File: config.mk
export PLATFORM = sky130hd
export DESIGN_NAME = multdiv_seq
export DESIGN_NICKNAME = d
export VERILOG_FILES = /design/src/rtl/multdiv_seq.sv
export SDC_FILE = /design/constraint.sdc
export NUM_CORES = 1
export LEC_CHECK = 0
export BUFFER_PORTS_ARGS = -buffer_cell sky130_fd_sc_hd__buf_4
export CAP_MARGIN = 5
export CORE_AREA = 3 3 161 280
export DETAILED_ROUTE_END_ITERATION = 16
export DIE_AREA = 0 0 164 283
export PLACE_DENSITY_LB_ADDON = 0.05
export SYNTH_ARGS = -nofsm -noshare
export SYNTH_HDL_FRONTEND = slang
export SYNTH_SLANG_ARGS = --single-unit
File: constraint.sdc
create_clock -name clock -period 6.5 [get_ports clock]
set_input_delay 1.3 -clock clock [delete_from_list [all_inputs] [get_ports clock]]
set_output_delay 1.3 -clock clock [all_outputs]
set_load 0.05 [all_outputs]
File: src/rtl/multdiv_seq.sv
// Iterative 32-bit signed multiply/divide unit: radix-2 shift-add multiply, restoring divide.
// Optional build macro MULTDIV_DIV0_FAST_EN: divide-by-zero completes one cycle after start.
module multdiv_seq (
   input  logic        clock,
   input  logic        reset,
   input  logic [31:0] i_insn,
   input  logic [31:0] i_operandA,
   input  logic [31:0] i_operandB,
   input  logic        i_ctrl_MULT,
   input  logic        i_ctrl_DIV,
   output logic [31:0] o_insn,
   output logic [31:0] o_result,
   output logic        o_exception,
   output logic        o_MD_rdy,
   output logic        o_busy
);

   typedef enum logic [1:0] {IDLE, RUN, DONE} state_t;

   state_t      state;
   logic [5:0]  cnt;
   logic        op_div;
   logic        neg;
   logic        b_zero;
   logic [63:0] mcand;
   logic [63:0] acc;
   logic [31:0] mplier;
   logic [31:0] dvd;
   logic [31:0] dvsr;
   logic [31:0] rem;
`ifdef MULTDIV_DIV0_FAST_EN
   logic        div0_pend;
`endif

   logic        start;
   logic        start_div;
   logic [31:0] a_mag;
   logic [31:0] b_mag;

   logic [63:0] acc_nxt;
   logic [32:0] rem_sh;
   logic [32:0] rem_diff;
   logic        q_bit;
   logic [31:0] quo;
   logic [63:0] prod;
   logic        mul_exc;
   logic [31:0] quo_s;
   logic [31:0] fin_result;
   logic        fin_exc;

   assign start     = i_ctrl_MULT | i_ctrl_DIV;
   assign start_div = i_ctrl_DIV & ~i_ctrl_MULT;
   assign a_mag     = i_operandA[31] ? (~i_operandA + 32'd1) : i_operandA;
   assign b_mag     = i_operandB[31] ? (~i_operandB + 32'd1) : i_operandB;
   assign o_busy    = (state == RUN);

   // Datapath for one iteration plus the sign fix-up applied on the final edge.
   always_comb begin
      acc_nxt  = acc + (mplier[0] ? mcand : '0);
      rem_sh   = {rem, dvd[31]};
      rem_diff = rem_sh - {1'b0, dvsr};
      q_bit    = ~rem_diff[32];
      quo      = {dvd[30:0], q_bit};
      prod     = neg ? (~acc_nxt + 64'd1) : acc_nxt;
      mul_exc  = ~((&prod[63:31]) | ~(|prod[63:31]));
      quo_s    = neg ? (~quo + 32'd1) : quo;
      if (op_div) begin
         fin_result = b_zero ? '0 : quo_s;
         fin_exc    = b_zero | (~neg & quo[31]);
      end else begin
         fin_result = prod[31:0];
         fin_exc    = mul_exc;
      end
   end

   always_ff @(posedge clock or negedge reset) begin
      if (!reset) begin
         state       <= IDLE;
         cnt         <= '0;
         op_div      <= 1'b0;
         neg         <= 1'b0;
         b_zero      <= 1'b0;
         mcand       <= '0;
         acc         <= '0;
         mplier      <= '0;
         dvd         <= '0;
         dvsr        <= '0;
         rem         <= '0;
         o_insn      <= '0;
         o_result    <= '0;
         o_exception <= 1'b0;
         o_MD_rdy    <= 1'b0;
`ifdef MULTDIV_DIV0_FAST_EN
         div0_pend   <= 1'b0;
`endif
      end else if (start) begin
         // A start always wins, aborting any operation in flight.
         state    <= RUN;
         cnt      <= '0;
         op_div   <= start_div;
         neg      <= i_operandA[31] ^ i_operandB[31];
         b_zero   <= (i_operandB == '0);
         mcand    <= {32'd0, a_mag};
         acc      <= '0;
         mplier   <= b_mag;
         dvd      <= a_mag;
         dvsr     <= b_mag;
         rem      <= '0;
         o_insn   <= i_insn;
         o_MD_rdy <= 1'b0;
`ifdef MULTDIV_DIV0_FAST_EN
         div0_pend <= 1'b0;
         if (start_div && (i_operandB == '0)) begin
            state     <= IDLE;
            div0_pend <= 1'b1;
         end
`endif
      end else begin
         case (state)
            IDLE: begin
               o_MD_rdy <= 1'b0;
`ifdef MULTDIV_DIV0_FAST_EN
               if (div0_pend) begin
                  state       <= DONE;
                  div0_pend   <= 1'b0;
                  o_MD_rdy    <= 1'b1;
                  o_result    <= '0;
                  o_exception <= 1'b1;
               end
`endif
            end
            RUN: begin
               if (op_div) begin
                  rem <= q_bit ? rem_diff[31:0] : rem_sh[31:0];
                  dvd <= quo;
               end else begin
                  acc    <= acc_nxt;
                  mcand  <= mcand << 1;
                  mplier <= mplier >> 1;
               end
               cnt <= cnt + 6'd1;
               if (cnt == 6'd31) begin
                  state       <= DONE;
                  o_MD_rdy    <= 1'b1;
                  o_result    <= fin_result;
                  o_exception <= fin_exc;
               end
            end
            DONE: begin
               state    <= IDLE;
               o_MD_rdy <= 1'b0;
            end
            default: begin
               state    <= IDLE;
               o_MD_rdy <= 1'b0;
            end
         endcase
      end
   end

endmodule

# Word level (Yosys, flattened, before mapping)
# Index checks and enable logic that the tools add are counted.
[word_totals] register_bits=333 in_bits=100 out_inout_bits=67 wordCells=85
[op_classes] n_addsub=7 n_eq_ne=5 muxes=32 bitwise=16 n_reduce_logical=10
[ops] op="64-bit two-way mux" count=8
[ops] op="32-bit two-way mux" count=15
[ops] op="32-bit by 1-bit adder with 32-bit output, second input constant" count=3
[ops] op="32-bit inverter" count=3
[ops] op="64-bit by 1-bit adder with 64-bit output, second input constant" count=1
[ops] op="64-bit adder" count=1
[ops] op="64-bit inverter" count=1
[ops] op="33-bit AND reduction" count=1
[ops] op="33-bit OR reduction" count=1
[ops] op="33-bit by 32-bit subtractor with 33-bit output" count=1
[ops] op="32-bit zero test" count=1
[ops] op="6-bit two-way mux" count=2
[ops] op="6-bit by 1-bit adder with 6-bit output, second input constant" count=1
[ops] op="6-bit by 5-bit == test with 1-bit output, second input constant" count=1
[ops] op="1-bit inverter" count=6
[ops] op="2-bit AND reduction" count=3
[ops] op="1-bit two-way mux" count=4
[ops] op="2-bit two-way mux" count=2
[ops] op="2-bit one-hot mux with 2 select lines" count=1
[ops] op="2-bit nonzero test" count=2
[ops] op="3-bit by 1-bit inequality test with 1-bit output, second input constant" count=1
[ops] op="1-bit bitwise OR" count=3
[ops] op="3-bit AND reduction" count=1
[ops] op="1-bit AND" count=2
[ops] op="other kinds (5)" count=5

# Longest topological paths before layout
# Gate-level depths: netlist of the first run.
[depth] word_depth=10 ltp_mapped=28 mapped_depth_nobuf=25

# Least setup slack after synthesis of the first run
# OpenSTA, ideal clock, no wires.
[synth_timing] path_kind="reg-to-reg" from="register dvd[31]" to="register o_result[30]" setup_ps=119 arrival_ps=6143 required_ps=6381 path_slack_ps=238 path_stages_with_launch=29 path_buffers=3 synth_period_minus_slack_ps=6262 cell_sequence="dfrtp_1 > inv_1 > ha_1 > fa_1 > nor2b_1 > o21ai_0 > a21o_1 > a21oi_1 > o41a_1 > o211ai_1 > a31oi_1 > a41oi_1 > o211a_1 > o311a_1 > a211o_1 > clkbuf_1 > inv_1 > clkbuf_1 > clkbuf_1 > ha_1 > nand2_1 > or3_1 > nand2b_1 > nand2b_1 > or4_1 > o31ai_1 > xor2_1 > o221ai_1 > o21a_1"
[synth_between] elab_chain_len=7
[synth_rtl] item="start: declaration" line="28" source="logic [31:0] dvd;"
[synth_rtl] item="start signal: assignment" line="106" source="dvd <= a_mag;"
[synth_rtl] item="start signal: assignment" line="135" source="dvd <= quo;"
[synth_rtl] item="33-bit by 32-bit subtractor with 33-bit output" line="61" source="rem_diff = rem_sh - {1'b0, dvsr};"
[synth_rtl] item="1-bit inverter" line="62" source="q_bit = ~rem_diff[32];"
[synth_rtl] item="32-bit inverter" line="66" source="quo_s = neg ? (~quo + 32'd1) : quo;"
[synth_rtl] item="32-bit by 1-bit adder with 32-bit output" line="66"
[synth_rtl] item="32-bit two-way mux" line="66"
[synth_rtl] item="32-bit two-way mux" line="68" source="fin_result = b_zero ? '0 : quo_s;"
[synth_rtl] item="32-bit two-way mux" line="67" source="if (op_div) begin"
[synth_rtl] item="end signal: assignment" line="145" source="o_result <= fin_result;"
[synth_rtl] item="end: declaration" line="12" source="output logic [31:0] o_result,"
# No other way between the ends.
# A chain may end at the register's enable or synchronous reset.

# Final worst setup path of the first run
[layout_timing] from="register mplier[0]" to="register o_exception"
[layout_between] elab_chain_len=10 elab_cells_between_ends=11 classes_between="2 x add/sub; 3 x mux; 4 x bitwise; 2 x reduce/logical"
[layout_rtl] item="start: declaration" line="27" source="logic [31:0] mplier;"
[layout_rtl] item="start signal: assignment" line="105" source="mplier <= b_mag;"
[layout_rtl] item="start signal: assignment" line="139" source="mplier <= mplier >> 1;"
[layout_rtl] item="64-bit two-way mux (*)" line="59" source="acc_nxt = acc + (mplier[0] ? mcand : '0);"
[layout_rtl] item="64-bit adder (*)" line="59"
[layout_rtl] item="64-bit inverter" line="64" source="prod = neg ? (~acc_nxt + 64'd1) : acc_nxt;"
[layout_rtl] item="64-bit by 1-bit adder with 64-bit output" line="64"
[layout_rtl] item="64-bit two-way mux (*)" line="64"
[layout_rtl] item="33-bit OR reduction" line="65" source="mul_exc = ~((&prod[63:31]) | ~(|prod[63:31]));"
[layout_rtl] item="1-bit inverter" line="65"
[layout_rtl] item="1-bit bitwise OR (*)" line="65"
[layout_rtl] item="1-bit inverter (*)" line="65"
[layout_rtl] item="1-bit two-way mux (*)" line="67"
[layout_rtl] item="end signal: assignment" line="146" source="o_exception <= fin_exc;"
[layout_rtl] item="end: declaration" line="13" source="output logic o_exception,"
# Mark *: on every way between the ends. The rest lies on a longest branch, timed or not.

==> summary.txt, run 1 <==
Critical path
  • RR Startpoint: mplier[0]
  • Critical Path RT: 6930 ps
  • Crit path cell chain: buf_4 -> and2_1 -> ha_1 -> and2_1 -> nand3_1 -> nand3b_1 -> a211oi_1 -> nor2_1 -> a311oi_1 -> nand4bb_4 -> nor4b_4 -> buf_4 -> nand4_4 -> or2_1 -> buf_4 -> nor3_1 -> nor4_1 -> nand4_1 -> buf_4 -> nor4_2 -> nand4_1 -> nor4_1 -> o31ai_1
  • Max stage delay on crit path: roughly 770 ps
  • Crit path launch type: flop
  • Worst Path Arrival: 6720 ps
  • R2R depth: 23
  • Crit path capture type: flop
  • RR Endpoint: o_exception
  • R2R Setup Slk: 210 ps
  • WS Path Type: flop to flop
  • CP max FO: 25
  • Slowest stage cell on the critical path: a311oi_1
  • Most frequent CP cell: buf_4

Power
  • Peak VDD IR: 257 uV
  • Pwr dens: about 220 mW/mm^2
  • Leakage: 12.5 nW

Clock tree
  • Inserted Clock Buffers: 34
  • Clock-pin slew on the worst setup and hold paths: 80 ps
  • # clock sinks: 333
  • Worst skew pair latency: ~550 ps
  • CTS tree: built
  • H-tree levels: 2
  • Clk root buf: clkbuf_16
  • Max Root-Sink Buffers: 3

Logic synthesis
  • Synth top area share: 0.347
  • Synth cell types: 98
  • Cells after Synth: 3,019
  • Synthesized flop and latch total: 333
  • Post-synth EDFFs: 0
  • Synth area leader: dfrtp_1
  • Post-Syn Area: approximately 0.024 mm^2
  • Syn avg cell area: 7.95 um^2
  • Ranking of synthesized cells by area: dfrtp_1, nand2_1, a21oi_1
  • Syn nets: 3,221
  • Synth Flop Type: dfrtp_1
  • Part of the Yosys area used for sequential elements: 0.347
  • FFs w/ async S/R, synth: 1.00
  • Synth warn: 0
  • Top post-synthesis cells by count: nand2_1, dfrtp_1, a21oi_1
  • Most common cell in the synthesized netlist: nand2_1

Min path
  • Hold EP: o_insn[9]
  • Worst hold path startpoint: o_insn[9]
  • Hold Crit Class: flop to flop
  • Hold Path Depth: 2

Die
  • IO Pins: 167
  • Row cnt: 100
  • Die Y: ~280 um
  • Core ar.: 0.0429 mm^2
  • Initial Util: 0.559
  • Die width: 164 um
  • Die area: 0.0464 mm^2

Place
  • Cell count after placement: 3,698
  • Setup WS pre-CTS: -41.3 ps
  • Port Buffer Count: 166
  • Post-DP HPWL: roughly 70,000 um
  • GPL Wtd Cong: 1.06

Global route
  • GR Util met3: 0.115
  • Largest net degree at the start of global routing: 126
  • GR Overflow Total: 0
  • Vias in the first global route: 24,500
  • Met2 Usage GRT: 0.681
  • Initial antenna violation count: 5
  • GRT met1 Usage: 0.373
  • Most Crowded Layer GR: met2
  • First-pass GRT wire length: 142,000 um
  • Total GRT Usage: 0.404

Timing
  • Least-Margin Pin Slew: 1150 ps
  • Final worst path period need: about 6300 ps
  • Slew margin rel.: 0.237
  • Worst Setup Slack, final: 210 ps
  • RSZ-0062 raised after global routing: no
  • Setup TNS: 0 ps
  • Max Freq: 159 MHz
  • Layout Skew: 30.4 ps
  • Final Hold Viols: 0
  • Final Setup Violations: 0
  • Crit share post-route: 0.968
  • Fin. max-slew vios: 0

Final layout
  • Share of layout cells above drive strength 1: 0.132
  • Fillers: 3,773
  • Area grow syn2layout: 15.2%
  • Register Area: 0.00834 mm^2
  • Multi-input gate area: 0.0148 mm^2
  • Finished Layout Cells: around 3,800
  • Layout Nets: 3,379

Outcome
  • Status: completed

Drt
  • Vias/cell: 6.45
  • Initial DRT Pass Iterations: 7
  • Post-route ant nets: 0
  • DRT iter0 DRCs: 2,087
  • WL final: 94,000 um
  • Vias: 24,300
  • WL/cell: between 20 and 25 um
  • DRC viols: 0

Flow run
  • Max-cap viol count: 0
area by class of cell:
class	count	area share
flip-flops and latches	333	0.302
multi-input cells	2435	0.536
repair buffers	298	0.0826
clock buffers	44	0.0340
diodes	3	0.000272
well taps	561	0.0254
inverters	75	0.0102
clock inverters	17	0.00978
critical path, delay by kind of cell (launching register included):
family | cells | cell delay, ps
simple gates | 15 | 3100
compound gates | 3 | 1230
buf+inv | 4 | 820
flops | 1 | 580
fa+ha+maj | 1 | 460
logic make-up after synthesis:
kind of cell | after synthesis | share of synthesized area
flops | 333 | 0.347
fa+ha+maj | 102 | 0.0538
simple gates | 1253 | 0.243
compound gates | 839 | 0.225
buf+inv | 251 | 0.0396
xor+xnor | 208 | 0.0770
mux | 33 | 0.0139
layout by cell type, fill, tap and decap left out, types with 21 or more instances in the layout:
cell       Yosys  routed
dfrtp_1      333     331
nand2b_1      24      23
and3_1        40      40
buf_4          0     294
ha_1         100     100
nor3_1        43      43
a31oi_1       87      86
a21oi_1      285     285
and2_1        75      72
or3_1         33      33
inv_1         73      73
nand3_1       49      49
xor2_1        96      96
a211oi_1      48      46
nand4_1       34      34
mux2i_1       31      31
o21ai_0      131     127
a21o_1        43      43
nand2_1      591     591
or4_1         22      21
clkbuf_16      0      35
xnor2_1      110     109
o21a_1        30      30
nor2_1       243     241
o31ai_1       44      43
report_power, final:
group / internal (mW) / leakage [nW] / switching (mW)
Clock: 1.28 / 0.576 / 0.907
Combinational: 0.508 / 7.67 / 0.955
Sequential: 2.21 / 4.25 / 0.139
worst max path at each step:
stage / endpoint / start / cells past startpoint
after floorplan: o_result[30] / dvd[31] / 28
after global placement: o_exception / mplier[0] / 24
after detailed placement: o_exception / mplier[0] / 23
after CTS: o_exception / mplier[0] / 24
after global routing: o_exception / mplier[0] / 21
final: o_exception / mplier[0] / 23
registers in the layout, indices dropped and copies added (netlist names), 2 cells and up:
signal,count
dvsr,32
mcand,64
o_insn,32
dvd,32
mplier,32
state,2
acc,64
o_result,32
rem,32
cnt,6
through the flow:
stage                     instance area (um^2)  utilization  total power [mW]  hold WS, ps
after floorplan                          24000            -              3.27          450
after global placement                   26300        0.613              3.75          451
after detailed placement                 26300        0.613              3.79          457
after CTS                                27500        0.641              5.96          471
after global routing                     27600        0.644              6.21          492
final                                    27600        0.644              5.99          470
routing by layer:
layer,up-vias,wire [um]
met5,-,35
met4,4,12300
met3,500,7210
met2,1122,45900
met1,11600,28500
li1,11000,-
timing repair:
action / in CTS / in global routing
setup endpoints to repair: 1 / 3
hold buffers: 0 / 0
pin swaps: 0 / 3
setup buffers: 0 / 3
resized for setup: 1 / 20
No activity file was read; power rests on OpenSTA's default activity.
==> run 2, diff against run 1 <==
--- a/config.mk
+++ b/config.mk
@@ -7,9 +7,9 @@
 export LEC_CHECK = 0
 export BUFFER_PORTS_ARGS = -buffer_cell sky130_fd_sc_hd__buf_4
 export CAP_MARGIN = 5
-export CORE_AREA = 3 3 161 280
+export CORE_AREA = 3 3 244 186
 export DETAILED_ROUTE_END_ITERATION = 16
-export DIE_AREA = 0 0 164 283
+export DIE_AREA = 0 0 247 189
 export PLACE_DENSITY_LB_ADDON = 0.05
 export SYNTH_ARGS = -nofsm -noshare
 export SYNTH_HDL_FRONTEND = slang
==> summary.txt, run 2 (synthesis gave the netlist of run 1 again) <==
Die
  • IO Pins: 167 (unchanged)
  • Die width: 247 um (was 164 um)
  • Core ar.: 0.0432 mm^2 (was 0.0429 mm^2)
  • Die area: 0.0467 mm^2 (was 0.0464 mm^2)
  • Die Y: 189 um (was 283 um)
  • Row cnt: 66 (was 100)
  • Initial Util: 0.556 (was 0.559)

Clock tree
  • CTS tree: built (unchanged)
  • Inserted Clock Buffers: 36 (was 34)
  • # clock sinks: 333 (unchanged)
  • Worst skew pair latency: 540 ps (was 550 ps)
  • H-tree levels: 2 (unchanged)
  • Max Root-Sink Buffers: 3 (unchanged)
  • Clock-pin slew on the worst setup and hold paths: 70 ps (was 80 ps)
  • Clk root buf: clkbuf_16 (unchanged)

Final layout
  • Commonest non-fill, non-tap cells in the layout: nand2_1, dfrtp_1, a21oi_1 (was nand2_1, dfrtp_1, buf_4)
  • Biggest regs: acc: 64 flops, mcand: 64 flops (unchanged)
  • Layout Nets: 3,307 (was 3,379)
  • Design Area, Final: 0.0271 mm^2 (was 0.0276 mm^2)
  • Area grow syn2layout: 12.9% (was 15.2%)
  • Final core utilization: 0.627 (was 0.644)
  • Diode count: 0 (was 3)
  • Commonest non-fill, non-tap cell in the layout: nand2_1 (unchanged)
  • Fillers: 3,828 (was 3,773)
  • Share of layout cells above drive strength 1: 0.112 (was 0.132)
  • Finished Layout Cells: 3,707 (was 3,766)

Place
  • Setup WS pre-CTS: 68.9 ps (was -41.3 ps)
  • Post-DP Area: 0.0258 mm^2 (was 0.0263 mm^2)
  • Port Buffer Count: 166 (unchanged)
  • GPL Wtd Cong: 0.953 (was 1.06)
  • Post-DP HPWL: 55,200 um (was 69,800 um)
  • Cell count after placement: 3,641 (was 3,698)

Power
  • Sequential Power Share: 0.399 (was 0.391)
  • Leakage: 12.2 nW (was 12.5 nW)
  • Combinational share of power: 0.234 (was 0.244)
  • Switching pwr: 1.91 mW (was 2.00 mW)
  • Pwr dens: 217 mW/mm^2 (about the same)
  • Peak VDD IR: 210 uV (was 257 uV)
  • Share of power burned in the clock network: 0.367 (was 0.364)
  • Total power: 5.88 mW (was 5.99 mW)
  • Net switching fraction of the power: 0.325 (was 0.334)
  • Pint: 3.97 mW (was 3.99 mW)

Timing
  • Least-Margin Pin Slew: 1100 ps (was 1150 ps)
  • Worst Setup Slack, final: 317 ps (was 210 ps)
  • Layout Skew: 11.9 ps (was 30.4 ps)
  • Final Setup Violations: 0 (unchanged)
  • Fin. max-slew vios: 0 (unchanged)
  • Max Freq: 162 MHz (was 159 MHz)
  • Final Hold Viols: 0 (unchanged)
  • Slew margin rel.: 0.269 (was 0.237)
  • Crit share post-route: 0.951 (was 0.968)
  • Final worst path period need: 6180 ps (was 6290 ps)

Critical path
  • Most frequent CP cell: a31oi_1 (was buf_4)
  • Slowest stage cell on the critical path: dfrtp_2 (was a311oi_1)
  • Kind of cell adding the most delay to the critical path: simple AND/OR/NAND/NOR gates (unchanged)
  • Critical Path RT: 6920 ps (was 6930 ps)
  • Crit path cell chain: buf_6 -> and2_1 -> ha_1 -> nand2_1 -> o21bai_1 -> a31oi_1 -> nor2b_1 -> o31ai_1 -> a31oi_1 -> xnor2_1 -> o211ai_1 -> nand2b_1 -> or2_1 -> or3_1 -> or3b_4 -> o31a_1 -> nor3_2 -> a31oi_1 -> nor4_1 -> o31ai_1 (was buf_4 -> and2_1 -> ha_1 -> and2_1 -> nand3_1 -> nand3b_1 -> a211oi_1 -> nor2_1 -> a311oi_1 -> nand4bb_4 -> nor4b_4 -> buf_4 -> nand4_4 -> or2_1 -> buf_4 -> nor3_1 -> nor4_1 -> nand4_1 -> buf_4 -> nor4_2 -> nand4_1 -> nor4_1 -> o31ai_1)
  • Max stage delay on crit path: 550 ps (was 770 ps)
  • Crit path launch type: flop (unchanged)
  • Crit path capture type: flop (unchanged)
  • WS Path Type: flop to flop (unchanged)
  • Worst Path Arrival: 6600 ps (was 6720 ps)
  • CP max FO: 39 (was 25)
  • Crit path buffers/inverters: 1 (was 4)

Drt
  • Vias: 23,000 (was 24,300)
  • DRC viols: 0 (unchanged)
  • Vias/cell: 6.20 (was 6.45)
  • WL final: 75,500 um (was 94,000 um)
  • DRT iter0 DRCs: 2,096 (was 2,087)
  • WL/cell: 20.4 um (was 25.0 um)
  • Post-route ant nets: 0 (unchanged)
  • Initial DRT Pass Iterations: 7 (unchanged)

Global route
  • First-pass GRT wire length: 119,000 um (was 142,000 um)
  • Total GRT Usage: 0.315 (was 0.404)
  • GR Util met3: 0.0459 (was 0.115)
  • GRT met1 Usage: 0.468 (was 0.373)
  • Met2 Usage GRT: 0.477 (was 0.681)
  • GR Overflow Total: 0 (unchanged)
  • Most Crowded Layer GR: met2 (unchanged)
  • Initial antenna violation count: 0 (was 5)
  • Largest net degree at the start of global routing: 166 (was 126)
  • Vias in the first global route: 21,700 (was 24,500)

Min path
  • Hold Crit Class: flop to flop (unchanged)

Flow run
  • Max-cap viol count: 0 (unchanged)

Outcome
  • Status: completed (unchanged)
[run 2: cell count changes in the layout (fill, tap and decap cells not counted), moves of 3 or more]
cell and change:
clkbuf_8 +5, clkinvlp_4 -3, clkinv_2 +3, o21ai_0 +3, buf_4 -75, diode_2 -3
[run 2: layer usage]
layer | up-vias | share of wire
met5 | - | 0
met3 | 120 | 0.067
met1 | 11100 | 0.46
met4 | 0 | 0.029
li1 | 10900 | -
met2 | 828 | 0.44
[run 2: power by group through the flow]
stage / clock, mW / combinational (mW) / sequential (mW)
final: 2.16 / 1.37 / 2.35
after CTS: 2.19 / 1.35 / 2.35
after global placement: 0 / 1.32 / 2.38
after detailed placement: 0 / 1.34 / 2.38
after global routing: 2.28 / 1.50 / 2.36
after floorplan: 0 / 0.889 / 2.38
[run 2: worst reg2reg max path: stages, from the launching register on]
cell      delay (ps)
dfrtp_2          550
buf_6            260
and2_1           220
ha_1             440
nand2_1          160
o21bai_1         370
a31oi_1          240
nor2b_1          210
o31ai_1          520
a31oi_1          310
xnor2_1          280
o211ai_1         190
nand2b_1         250
or2_1            330
or3_1            420
or3b_4           440
o31a_1           300
nor3_2           100
a31oi_1           60
nor4_1           320
o31ai_1          120
[run 2: path summary, 6_finish.rpt]
path                       startpoint           to  slack, ps  cells past startpoint
max                         mplier[0]  o_exception        320                     20
min                        o_insn[26]   o_insn[26]        470                      2
max reg2reg                 mplier[0]  o_exception        320                     20
min reg2reg                o_insn[26]   o_insn[26]        470                      2
max in group asynchronous       reset          neg       4710                      2
min in group asynchronous       reset      acc[51]        570                      1
[run 2: final cells by class]
cell class                 instances  area, um^2  area share
timing repair buffer             224        1730      0.0639
sequential                       333        8340       0.308
inverter                          75         282      0.0104
multi-input combinational       2435       14800       0.546
clock buffer                      48        1030      0.0379
clock inverter                    14         190     0.00702
tap                              578         723      0.0267
[run 2: repair_timing]
| item | CTS | global route |
|---|---|---|
| resized for setup | 0 | 18 |
| buffers inserted | 0 | 4 |
| endpoints found under the setup margin | 0 | 4 |
| hold buffers | 0 | 0 |
[run 2: metrics by stage]
stage	hold slack [ps]	setup TNS, ps
5_1_grt	493	-29.5
2_1_floorplan	450	0
3_3_place_gp	453	0
3_5_place_dp	458	0
4_1_cts	470	0
6_report	470	0
